`config.mk`:
```
export PLATFORM = sky130hd
export DESIGN_NAME = queue_controller_flat
export DESIGN_NICKNAME = d
export VERILOG_FILES = /design/src/rtl/queue_if.sv /design/src/rtl/queue_controller.sv /design/src/flat_wrapper.sv
export SDC_FILE = /design/constraint.sdc
export NUM_CORES = 1
export LEC_CHECK = 0
export ABC_AREA = 1
export ABC_CLOCK_PERIOD_IN_PS = 8700
export BUFFER_PORTS_ARGS = -buffer_cell sky130_fd_sc_hd__buf_2
export CELL_PAD_IN_SITES_DETAIL_PLACEMENT = 0
export CELL_PAD_IN_SITES_GLOBAL_PLACEMENT = 1
export CORE_MARGIN = 2
export CORE_UTILIZATION = 32
export DETAILED_ROUTE_END_ITERATION = 6
export GPL_TIMING_DRIVEN = 1
export PLACE_DENSITY_LB_ADDON = 0.1
export SLEW_MARGIN = 15
export SYNTH_ARGS = -nofsm -noshare
export SYNTH_HDL_FRONTEND = slang
export SYNTH_SLANG_ARGS = --single-unit
```
`constraint.sdc`:
```
create_clock -name clk -period 8.7 [get_ports clk]
set_input_delay 1.74 -clock clk [delete_from_list [all_inputs] [get_ports clk]]
set_output_delay 1.74 -clock clk [all_outputs]
set_load 0.02 [all_outputs]
```
`src/rtl/queue_if.sv`:
```
// Sensor/teller inputs and occupancy/wait-time outputs of the bank queue stage.
// err (and its modport entries) exist only when QUEUE_ERR_FLAG_EN is defined.
interface queue_if #(
    parameter int unsigned PCOUNT_W = 3,
    parameter int unsigned WTIME_W  = 5
);
    logic                back_sensor;
    logic                front_sensor;
    logic [1:0]          tcount;
    logic [PCOUNT_W-1:0] pcount;
    logic [WTIME_W-1:0]  wtime;
    logic                full;
    logic                empty;
`ifdef QUEUE_ERR_FLAG_EN
    logic                err;
`endif

    modport master (
        output back_sensor, front_sensor, tcount,
        input  pcount, wtime, full, empty
`ifdef QUEUE_ERR_FLAG_EN
        , input err
`endif
    );

    modport slave (
        input  back_sensor, front_sensor, tcount,
        output pcount, wtime, full, empty
`ifdef QUEUE_ERR_FLAG_EN
        , output err
`endif
    );
endinterface

```
`src/rtl/queue_controller.sv`:
```
// Bank queue occupancy counter and wait-time estimator fed by two photocells.
// Optional sticky illegal-event flag err via QUEUE_ERR_FLAG_EN.
module queue_controller #(
    parameter int unsigned PCOUNT_W = 3,
    parameter int unsigned SVC_TIME = 3,
    parameter int unsigned WTIME_W  = 5
) (
    input logic   clk,
    input logic   rst,
    queue_if.slave q
);
    localparam int unsigned PMAX   = (2 ** PCOUNT_W) - 1;
    localparam int unsigned WMAX   = (2 ** WTIME_W) - 1;
    localparam int unsigned PROD_W = PCOUNT_W + 2 + $clog2(SVC_TIME + 1);

    localparam logic [PCOUNT_W-1:0] PCOUNT_MAX = PCOUNT_W'(PMAX);
    localparam logic [WTIME_W-1:0]  WTIME_SAT  = WTIME_W'(WMAX);

    logic                back_prev;
    logic                front_prev;
    logic [PCOUNT_W-1:0] pcount_q;
    logic [WTIME_W-1:0]  wtime_q;
    logic                full_q;
    logic                empty_q;

    logic                join_ev;
    logic                leave_ev;
    logic [PCOUNT_W-1:0] pn;
    logic [WTIME_W-1:0]  wn;
    logic [PROD_W-1:0]   num;
    logic [PROD_W-1:0]   quo;

    assign join_ev  = q.back_sensor  & ~back_prev;
    assign leave_ev = q.front_sensor & ~front_prev;

    // Next occupancy in priority order; illegal events leave the count alone.
    always_comb begin
        pn = pcount_q;
        if (join_ev && leave_ev) begin
            pn = pcount_q;
        end else if (join_ev && full_q) begin
            pn = pcount_q;
        end else if (leave_ev && empty_q) begin
            pn = pcount_q;
        end else if (leave_ev && (q.tcount == 2'd0)) begin
            pn = pcount_q;
        end else if (join_ev) begin
            pn = pcount_q + PCOUNT_W'(1);
        end else if (leave_ev) begin
            pn = pcount_q - PCOUNT_W'(1);
        end
    end

    // Wait estimate: constant divides by 1/2/3 only, then saturate.
    always_comb begin
        num = PROD_W'(SVC_TIME) * (PROD_W'(pn) + PROD_W'(q.tcount) - PROD_W'(1));
        quo = '0;
        case (q.tcount)
            2'd1:    quo = num;
            2'd2:    quo = num >> 1;
            2'd3:    quo = num / PROD_W'(3);
            default: quo = '0;
        endcase

        wn = '0;
        if (pn == '0) begin
            wn = '0;
        end else if (q.tcount == 2'd0) begin
            wn = WTIME_SAT;
        end else if (32'(quo) > WMAX) begin
            wn = WTIME_SAT;
        end else begin
            wn = WTIME_W'(quo);
        end
    end

    // History regs load the live levels in reset so a held sensor yields no edge.
    always_ff @(posedge clk) begin
        back_prev  <= q.back_sensor;
        front_prev <= q.front_sensor;
        if (rst) begin
            pcount_q <= '0;
            wtime_q  <= '0;
            full_q   <= 1'b0;
            empty_q  <= 1'b1;
        end else begin
            pcount_q <= pn;
            wtime_q  <= wn;
            full_q   <= (pn == PCOUNT_MAX);
            empty_q  <= (pn == '0);
        end
    end

    assign q.pcount = pcount_q;
    assign q.wtime  = wtime_q;
    assign q.full   = full_q;
    assign q.empty  = empty_q;

`ifdef QUEUE_ERR_FLAG_EN
    logic err_q;

    always_ff @(posedge clk) begin
        if (rst) begin
            err_q <= 1'b0;
        end else if ((join_ev && full_q && !leave_ev) || (leave_ev && empty_q && !join_ev)) begin
            err_q <= 1'b1;
        end
    end

    assign q.err = err_q;
`endif
endmodule

```
`src/flat_wrapper.sv`:
```
// flat-port wrapper written by rule: the top's interface ports become plain ports
module queue_controller_flat 
#(
    parameter int unsigned PCOUNT_W = 3,
    parameter int unsigned SVC_TIME = 3,
    parameter int unsigned WTIME_W  = 5
)
  (clk, rst, q_back_sensor, q_front_sensor, q_tcount, q_pcount, q_wtime, q_full, q_empty);
  queue_if #(.PCOUNT_W(PCOUNT_W), .WTIME_W(WTIME_W)) q_i ();
  input logic clk;
  input logic rst;
  input wire logic [$bits(q_i.back_sensor)-1:0] q_back_sensor;
  input wire logic [$bits(q_i.front_sensor)-1:0] q_front_sensor;
  input wire logic [$bits(q_i.tcount)-1:0] q_tcount;
  output wire logic [$bits(q_i.pcount)-1:0] q_pcount;
  output wire logic [$bits(q_i.wtime)-1:0] q_wtime;
  output wire logic [$bits(q_i.full)-1:0] q_full;
  output wire logic [$bits(q_i.empty)-1:0] q_empty;
  assign q_i.back_sensor = q_back_sensor;
  assign q_i.front_sensor = q_front_sensor;
  assign q_i.tcount = q_tcount;
  assign q_pcount = q_i.pcount;
  assign q_wtime = q_i.wtime;
  assign q_full = q_i.full;
  assign q_empty = q_i.empty;
  queue_controller #(.PCOUNT_W(PCOUNT_W), .SVC_TIME(SVC_TIME), .WTIME_W(WTIME_W)) u_core (.clk(clk), .rst(rst), .q(q_i));
endmodule
```
Word-level counts from Yosys, hierarchy flattened
Index checks and enable logic that the tools add are counted.
{"block": "word_totals", "mem_count": 0, "mem_bits_rw": 0, "inputBits": 6, "latch_bits": 0, "romBits": 0, "reg_bits": 12}
{"block": "op_classes", "shift": 0, "n_lt_le_gt_ge": 1, "add_sub_neg": 4, "div_mod_pow": 1, "n_bitwise": 4, "muxes": 9, "reduce_logical": 7, "n_eq_ne": 4, "n_mul": 1}
{"cell": "$pmux W7 S3", "n": 1}
{"cell": "$mux W3", "n": 6}
{"cell": "$mux W5", "n": 2}
{"cell": "$div A7 B2 Y7 const B", "n": 1}
{"cell": "$gt A7 B5 Y1 const B", "n": 1}
{"cell": "$mul A2 B7 Y7 const A", "n": 1}
{"cell": "$sub A7 B1 Y7 const B", "n": 1}
{"cell": "$add A3 B2 Y4", "n": 1}
{"cell": "$eq A2 B2 Y1 const B", "n": 2}
{"cell": "$logic_and A1 B1 Y1", "n": 4}
{"cell": "$add A3 B1 Y3 const B", "n": 1}
{"cell": "$eq A3 B3 Y1 const B", "n": 1}
{"cell": "$logic_not A3 Y1", "n": 1}
{"cell": "$sub A3 B1 Y3 const B", "n": 1}
{"cell": "$and A1 B1 Y1", "n": 2}
{"cell": "$eq A2 B1 Y1 const B", "n": 1}
{"cell": "$logic_not A2 Y1", "n": 1}
{"cell": "$not A1 Y1", "n": 2}
{"cell": "$reduce_or A2 Y1", "n": 1}

Logic depth before layout (Yosys ltp)
Gate-level depths: netlist (run 1).
{"block": "depth", "depth_word": 16, "depth_mapped": 36}

Worst setup path after synthesis (run 1)
Ideal clock, no wire load.
{"block": "synth_path", "kind": "input to register", "startpoint": "in q_tcount[1]", "endpoint": "reg u_core.wtime_q[1] (netlist: u_core.q.wtime[1])", "cell_stages": 31, "slack_ps": 3241, "setup_time_ps": 109, "path_buffers": 0, "arrival_ps": 5350, "path_cell_list": "inv_2 > nand2_4 > nand3_2 > nand2_2 > nand2_1 > xor2_1 > ha_1 > inv_1 > fa_1 > ha_1 > xnor2_1 > fa_1 > a21oi_1 > nor2_1 > nor2_1 > xor2_1 > nand2_2 > nand2_2 > nand3_1 > nand2_1 > nand2_1 > nand2_1 > nand2_1 > nand2_2 > nand2_1 > nand2_1 > nand2_1 > nand2_1 > nand3_1 > nand2_1 > inv_1"}
{"block": "synth_between", "elab_chain_len": 14, "word_cells_on_any_way": 19, "classes_between": "add/sub (2); mul (1); div (1); order compare (1); eq/ne (3); mux (7); reduce/logical (4)"}
{"element": "start, declared", "line_no": "flat_wrapper.sv:14", "rtl": "input wire logic [$bits(q_i.tcount)-1:0] q_tcount;"}
{"element": "$logic_not A2 Y1 (*)", "line_no": "queue_controller.sv:45", "rtl": "end else if (leave_ev && (q.tcount == 2'd0)) begin"}
{"element": "$logic_and A1 B1 Y1 (*)", "line_no": "queue_controller.sv:45"}
{"element": "$mux W3 (*)", "line_no": "queue_controller.sv:45"}
{"element": "$mux W3 (*)", "line_no": "queue_controller.sv:43", "rtl": "end else if (leave_ev && empty_q) begin"}
{"element": "$mux W3 (*)", "line_no": "queue_controller.sv:41", "rtl": "end else if (join_ev && full_q) begin"}
{"element": "$mux W3 (*)", "line_no": "queue_controller.sv:39", "rtl": "if (join_ev && leave_ev) begin"}
{"element": "net u_core.pn[0]", "line_no": "queue_controller.sv:28", "rtl": "logic [PCOUNT_W-1:0] pn;"}
{"element": "$add A3 B2 Y4", "line_no": "queue_controller.sv:56", "rtl": "num = PROD_W'(SVC_TIME) * (PROD_W'(pn) + PROD_W'(q.tcount) - PROD_W'(1));"}
{"element": "$sub A7 B1 Y7", "line_no": "queue_controller.sv:56"}
{"element": "$mul A2 B7 Y7", "line_no": "queue_controller.sv:56"}
{"element": "$div A7 B2 Y7", "line_no": "queue_controller.sv:61", "rtl": "2'd3: quo = num / PROD_W'(3);"}
{"element": "$pmux W7 S3", "line_no": "queue_controller.sv:58", "rtl": "case (q.tcount)"}
{"element": "$gt A7 B5 Y1", "line_no": "queue_controller.sv:70", "rtl": "end else if (32'(quo) > WMAX) begin"}
{"element": "$mux W5", "line_no": "queue_controller.sv:70"}
{"element": "$mux W5", "line_no": "queue_controller.sv:68", "rtl": "end else if (q.tcount == 2'd0) begin"}
{"element": "end signal, assigned", "line_no": "queue_controller.sv:88", "rtl": "wtime_q <= wn;"}
{"element": "end, declared", "line_no": "queue_controller.sv:22", "rtl": "logic [WTIME_W-1:0] wtime_q;"}
Mark *: on every way through the listed nets, which the timed path passes. The rest lies on a longest branch.
A chain may end at the register's enable or synchronous reset.

Worst setup path after layout (run 1)
{"block": "layout_path", "startpoint": "in q_tcount[1]", "endpoint": "reg u_core.wtime_q[2] (netlist: u_core.q.wtime[2])"}
The elaborated chain is that of the path after synthesis.

==> results of run 1 <==
[power by group through the flow]
stage / clock network (W) / logic (W) / registers [W]
floorplan: 0 / 0.000315 / 0.0000918
global placement: 0 / 0.000414 / 0.0000745
detailed placement: 0 / 0.000415 / 0.0000748
CTS: 0.0000470 / 0.000416 / 0.0000734
global route: 0.0000505 / 0.000470 / 0.0000744
finish: 0.0000449 / 0.000412 / 0.0000732
[registers in the layout (all words and copies together), names as in the netlist]
register,count
u_core.q.wtime,5
u_core.q.pcount,3
u_core.back_prev,1
u_core.front_prev,1
u_core.q.empty,1
u_core.q.full,1
[cells by family (layout without fill, tap and decap cells)]
logic type               after synthesis  count (layout)  synth area share (%)
AO/OA/AOI/OAI                         20              20                  10.1
XOR/XNOR                               6               6                  4.53
adder cells (fa/ha/maj)               13              13                  15.3
buffers and inverters                 40              59                  12.9
flip-flops                            12              12                  20.7
AND/OR/NAND/NOR                       84              84                  36.4
[routing by layer]
layer,share of wire (%),wire [um]
met5,0,0
met4,0.91,22
met1,51,1250
met3,4.4,106
met2,43,1050
[layout make-up]
cell class | count | share of cell area [%]
Clock buffer | 4 | 2.73
Inverter | 40 | 11.3
Multi-Input combinational cell | 123 | 57.9
Sequential cell | 12 | 18.1
Tap cell | 46 | 4.33
Timing Repair Buffer | 15 | 5.65
[worst register-to-register path, delay by kind of cell (launching register included)]
kind / cells / cell delay (ps)
buffers and inverters: 3 / 200
xor gates and xnor gates: 3 / 910
DFF: 1 / 320
and+or+nand+nor: 17 / 1310
AOI/OAI and AO/OA: 2 / 280
adders and majority gates: 4 / 1410
[placed cells by master (no fill, tap or decap)]
cell type / Yosys / routed
nand2_1: 38 / 38
inv_1: 36 / 36
nor2_1: 15 / 15
buf_2: 0 / 15
dfxtp_1: 12 / 12
ha_1: 11 / 11
nand3_1: 10 / 10
nand2_2: 8 / 8
a21oi_1: 6 / 6
o21ai_0: 6 / 6
xor2_1: 5 / 5
inv_2: 4 / 4
nand2_4: 3 / 3
o21ai_1: 3 / 3
clkbuf_4: 0 / 3
nand3_2: 2 / 2
nand4_1: 2 / 2
fa_1: 2 / 2
nor2_2: 1 / 1
xnor2_1: 1 / 1
nand4_4: 1 / 1
nor3_1: 1 / 1
a22o_1: 1 / 1
and2_2: 1 / 1
nor3_2: 1 / 1
a31o_2: 1 / 1
o211ai_1: 1 / 1
a211o_1: 1 / 1
nor4_1: 1 / 1
a221oi_1: 1 / 1
clkbuf_8: 0 / 1
[metrics by stage]
step                      hold WS, ps  utilization, %
final                             701            38.9
after global routing              748            38.9
after CTS                         706            38.9
after detailed placement          692            37.8
after global placement            677            37.8
after floorplan                   706               -
[final timing paths]
path | startpoint | end | slack [ps] | depth (start not counted)
max | q_tcount[1] | u_core.q.wtime[2] | 2890 | 30
min | u_core.q.pcount[0] | u_core.q.full | 700 | 4
max reg2reg | u_core.back_prev | u_core.q.wtime[2] | 4190 | 29
min reg2reg | u_core.q.pcount[0] | u_core.q.full | 700 | 4
==> results.py, run 1 <==
metrics = {
    "outcome": {
        "status": "finished clean",
    },
    "routing": {
        "detail_route.iter0.violations": 39,
        "wire_length_after_detailed_routing_um": 2420,
        "ant_nets": 0,
        "drc_errors": 0,
        "drt_pre_antenna_iters": 4,
        "vias_per_cell": 4.40,
        "route.vias.total": 1057,
        "wire_per_inst_um": 10.1,
    },
    "logic_synthesis": {
        "synth_flop_cell": "dfxtp_1",
        "synth-seq-cells": 12,
        "ys_types": 28,
        "synth-seq-area-share_pct": 20.7,
        "synth.most_common_cell": "nand2_1",
        "synth_top_cell_area_share_pct": 20.7,
        "synth-edff-count": 0,
        "synthesis.area_sq_um": 1160,
        "yosys-top-cells-area": "dfxtp_1, nand2_1, ha_1",
        "asyncSetResetFlopFracSynth_pct": 0,
        "synth_fp_nets": 194,
        "netlist_top_cells_count": "nand2_1, inv_1, nor2_1",
        "postSynthAreaPerCell_sq_um": 6.63,
        "synth_top_cell_by_area": "dfxtp_1",
        "synthesis.instances": 175,
        "synthesis.yosys.warnings": 0,
    },
    "cts": {
        "clkTransAtPathRegs_ps": 80,
        "post-cts-setup-buffer-count": 0,
        "clkLatencyLatePin_ps": 270,
        "cts.root.buffer_cell": "clkbuf_4",
        "clock_tree.htree_level_count": 1,
        "post_cts_sizing": 0,
        "cts_num_sinks": 12,
        "cts_buffers": 3,
        "cts_hold_buffers": 0,
        "cts_tree": "done",
        "deepest_clock_path_buffer_count": 2,
    },
    "grt": {
        "grt_util_met3_pct": 4.75,
        "first_global_vias": 983,
        "grt_antenna_before_repair": 0,
        "grt_max_degree": 8,
        "groute.layer.met2.usage_pct": 20.6,
        "globalRoute.busiestLayer": "met2",
        "met1_usage_pct": 16.1,
        "grt_pass1_wl_um": 4130,
        "grtUsageTotal_pct": 12.8,
        "gr-total-overflow": 0,
    },
    "die": {
        "chipHeight_um": 64.2,
        "placeableCoreArea_sq_um": 3420,
        "dieWidth_um": 64.2,
        "die_area_sq_um": 4120,
        "row_count": 21,
        "initial_core_util_pct": 34.0,
        "floorplan.io_pins": 16,
    },
    "placement": {
        "place.detailed.instances": 236,
        "quantity_of_i_o_buffers_inserted_on_ports": 15,
        "setup_slack_placement_ps": 2580,
        "routabilityCongestion": 0.805,
        "placed_area_sq_um": 1290,
        "dp_hpwl_um": 2080,
    },
    "worst_setup_path": {
        "critical_path_class": "primary input to flop",
        "crit_path_max_fanout": 5,
        "cp.buffers_inverters": 4,
        "critical_path.max_stage_delay_ps": 520,
        "worstSetupEndpointType": "flop",
        "data_arrival_at_the_endpoint_of_the_critical_path_ps": 5990,
        "crit_top_cell": "nand2_1",
        "critPathRequiredTime_ps": 8880,
        "crit_slowest_cell": "fa_1",
        "startpoint_type_of_the_worst_setup_path": "primary input",
        "cpLargestDelayFamily": "adder cells",
    },
    "final_layout": {
        "synthToLayoutAreaGrowth_pct": 14.6,
        "layoutNonFillerInstCount": 240,
        "post_layout_net_count": 214,
        "fillCellCount": 390,
        "finish.instance_area_sq_um": 1330,
        "layout.area.seq_sq_um": 240,
        "diodes_inserted": 0,
        "layout_cells_sized_above_1_pct": 21.1,
        "multi_input_area_sq_um": 769,
    },
    "power": {
        "power_leakage_nw": 0.764,
        "p_int_w": 0.000241,
        "fin_total_pwr_w": 0.000530,
        "share_comb_of_total_power_pct": 77.7,
        "vdd_drop_max_v": 0.000165,
        "power-per-cell-area_nw_per_um2": 399,
        "power_switching_share_pct": 54.5,
        "reg_power_share_pct": 13.8,
        "share_of_total_power_in_the_clock_network_pct": 8.5,
        "switchingPower_w": 0.000289,
    },
    "timing": {
        "grt_setup_unrepaired": "no",
        "slew-limit-headroom_pct": 73.7,
        "fin_crit_sh_pct": 66.8,
        "setup-violations-final": 0,
        "finalMaxSlewViolations": 0,
        "fin_worst_skew_ps": 0.565,
        "tightestPinTransition_ps": 392,
        "hold_violations": 0,
        "finalCriticalPeriod_ps": 5810,
        "final.setup.worst_slack_ps": 2890,
        "totalNegativeSetupSlack_ps": 0,
        "fmax_mhz": 172,
    },
    "run": {
        "maxCapViolations": 0,
    },
    "hold_path": {
        "hp-class": "flop to flop",
    },
}
Note: power is estimated with default switching activity, not from simulation.
==> inputs of run 2 (changes only) <==
- ABC_AREA: 1 -> 0
- ABC_CLOCK_PERIOD_IN_PS: 8700 -> 5300
- clock period: 8.7 -> 5.3 ns (I/O delays scaled with it)
==> results.py, run 2 <==
metrics = {
    "routing": {
        "maxUsedRoutingLayer": "met4",
        "met1_length_um": 1260,
        "route.met3.wl_um": 91,
        "drt_pre_antenna_iters": 4,
        "detail_route.iter0.violations": 31,
        "met2RoutedLength_um": 1350,
        "vias_per_cell": 5.08,
        "ant_nets": 0,
        "drc_errors": 0,
        "wire_length_after_detailed_routing_um": 2720,
        "route.vias.total": 1078,
        "wire_per_inst_um": 12.8,
    },
    "logic_synthesis": {
        "netlist_top_cells_count": "dfxtp_1, ha_1, inv_1",
        "synth_flop_cell": "dfxtp_1",
        "synth.most_common_cell": "dfxtp_1",
        "synth_fp_nets": 153,
        "synthesis.instances": 134,
        "synthesis.area_sq_um": 1110,
        "synth-seq-area-share_pct": 21.6,
        "postSynthAreaPerCell_sq_um": 8.28,
        "synthesis.yosys.warnings": 0,
        "synth-edff-count": 0,
        "synth-seq-cells": 12,
        "asyncSetResetFlopFracSynth_pct": 0,
        "synth_top_cell_by_area": "dfxtp_1",
        "synth_top_cell_area_share_pct": 21.6,
        "yosys-top-cells-area": "dfxtp_1, ha_1, xnor2_1",
        "ys_types": 45,
    },
    "power": {
        "power-per-cell-area_nw_per_um2": 618,
        "share_of_total_power_in_the_clock_network_pct": 8.7,
        "switchingPower_w": 0.000410,
        "power_switching_share_pct": 47.2,
        "p_int_w": 0.000458,
        "reg_power_share_pct": 13.2,
        "share_comb_of_total_power_pct": 78.2,
        "vdd_drop_max_v": 0.000347,
        "power_leakage_nw": 0.659,
    },
    "final_layout": {
        "diodes_inserted": 0,
        "layout.area.seq_sq_um": 240,
        "layout_common_cells": "buf_4, buf_2, dfxtp_1",
        "finish.instance_area_sq_um": 1400,
        "layout_cells_sized_above_1_pct": 28.3,
        "largest_register_ffs": 5,
        "multi_input_area_sq_um": 827,
        "post_layout_net_count": 186,
        "synthToLayoutAreaGrowth_pct": 26.5,
        "fillCellCount": 342,
        "layout.cells.most_common": "buf_4",
    },
    "timing": {
        "tightestPinTransition_ps": 398,
        "grt_setup_unrepaired": "no",
        "fin_crit_sh_pct": 94.4,
        "totalNegativeSetupSlack_ps": 0,
        "hold_violations": 0,
        "fmax_mhz": 200,
        "setup-violations-final": 0,
        "finalCriticalPeriod_ps": 5000,
        "fin_worst_skew_ps": 6.06,
        "finalMaxSlewViolations": 0,
        "slew-limit-headroom_pct": 73.3,
    },
    "worst_setup_path": {
        "crit_path_max_fanout": 5,
        "critPathRequiredTime_ps": 5510,
        "critical_path_class": "primary input to flop",
        "data_arrival_at_the_endpoint_of_the_critical_path_ps": 5220,
        "startpoint_type_of_the_worst_setup_path": "primary input",
        "worstSetupEndpointType": "flop",
    },
    "die": {
        "chipHeight_um": 62.9,
        "dieWidth_um": 62.9,
        "initial_core_util_pct": 33.3,
        "die_area_sq_um": 3960,
        "row_count": 21,
        "floorplan.io_pins": 16,
        "placeableCoreArea_sq_um": 3340,
    },
    "hold_path": {
        "hp-class": "flop to flop",
    },
    "cts": {
        "post_cts_sizing": 0,
        "cts.root.buffer_cell": "clkbuf_4",
        "cts_buffers": 3,
        "post-cts-setup-buffer-count": 0,
        "clkTransAtPathRegs_ps": 80,
        "cts_tree": "done",
        "clkLatencyLatePin_ps": 280,
        "deepest_clock_path_buffer_count": 2,
        "cts_hold_buffers": 0,
        "clock_tree.htree_level_count": 1,
        "cts_num_sinks": 12,
    },
    "placement": {
        "routabilityCongestion": 0.823,
        "quantity_of_i_o_buffers_inserted_on_ports": 15,
        "dp_hpwl_um": 2160,
        "placed_area_sq_um": 1370,
    },
    "run": {
        "maxCapViolations": 0,
    },
    "grt": {
        "grt_max_degree": 12,
        "grt_antenna_before_repair": 0,
        "gr-total-overflow": 0,
        "grt_pass1_wl_um": 4360,
        "grtUsageTotal_pct": 13.9,
        "first_global_vias": 1021,
    },
    "outcome": {
        "status": "finished clean",
    },
}
-- run 2: power by group through the flow --
stage | combinational (W) | clock (W) | sequential (W)
after floorplan | 0.000440 | 0 | 0.000138
after global placement | 0.000673 | 0 | 0.000116
after detailed placement | 0.000674 | 0 | 0.000117
after CTS | 0.000679 | 0.0000772 | 0.000115
after global routing | 0.000733 | 0.0000818 | 0.000116
final | 0.000678 | 0.0000752 | 0.000114
-- run 2: area by class of cell --
cell class	count	area share [%]
well taps	46	4.10
flip-flops and latches	12	17.1
repair buffers	31	13.9
inverters	12	3.39
clock buffers	4	2.58
multi-input cells	107	58.9
-- run 2: final timing paths --
check / from / cells past startpoint / slack (ps) / end
max: q_back_sensor / 21 / 300 / u_core.q.wtime[1]
min: u_core.q.pcount[2] / 3 / 730 / u_core.q.pcount[2]
max reg2reg: u_core.back_prev / 20 / 900 / u_core.q.wtime[1]
min reg2reg: u_core.q.pcount[2] / 3 / 730 / u_core.q.pcount[2]
-- run 2: logic make-up after synthesis --
family / after synthesis / share of synthesized area, %
XOR/XNOR: 10 / 8.57
adder cells (fa/ha/maj): 13 / 16.0
buffers and inverters: 15 / 6.09
AO/OA/AOI/OAI: 44 / 28.0
multiplexers: 1 / 2.03
AND/OR/NAND/NOR: 39 / 17.7
flip-flops: 12 / 21.6
-- run 2: routing by layer --
metal / vias up / global-route usage (%)
li1: 548 / -
met1: 509 / 15.9
met2: 19 / 25.1
met3: 2 / 2.88
met4: 0 / 5.00
met5: - / 0
-- run 2: critical path, cell delays in order --
cell,delay [ps]
buf_2,100
nor2b_1,160
a211oi_4,170
o22ai_1,130
xnor2_1,250
inv_1,70
ha_1,200
inv_1,70
fa_1,440
ha_1,260
xnor2_2,150
xnor2_2,180
fa_2,440
a21o_1,190
a21oi_1,190
a22o_2,230
xnor2_1,90
or3_1,310
a21o_1,180
a31o_1,200
a31oi_1,150
-- run 2: stage by stage --
stage	hold WS, ps	utilization (%)	setup WS, ps	std cells	total power [W]
floorplan	685	-	20.0	134	0.000578
global placement	711	41.0	72.9	208	0.000789
detailed placement	720	41.0	40.2	208	0.000791
CTS	743	42.1	307	212	0.000871
global route	783	42.1	28.3	212	0.000931
finish	727	42.1	298	212	0.000868
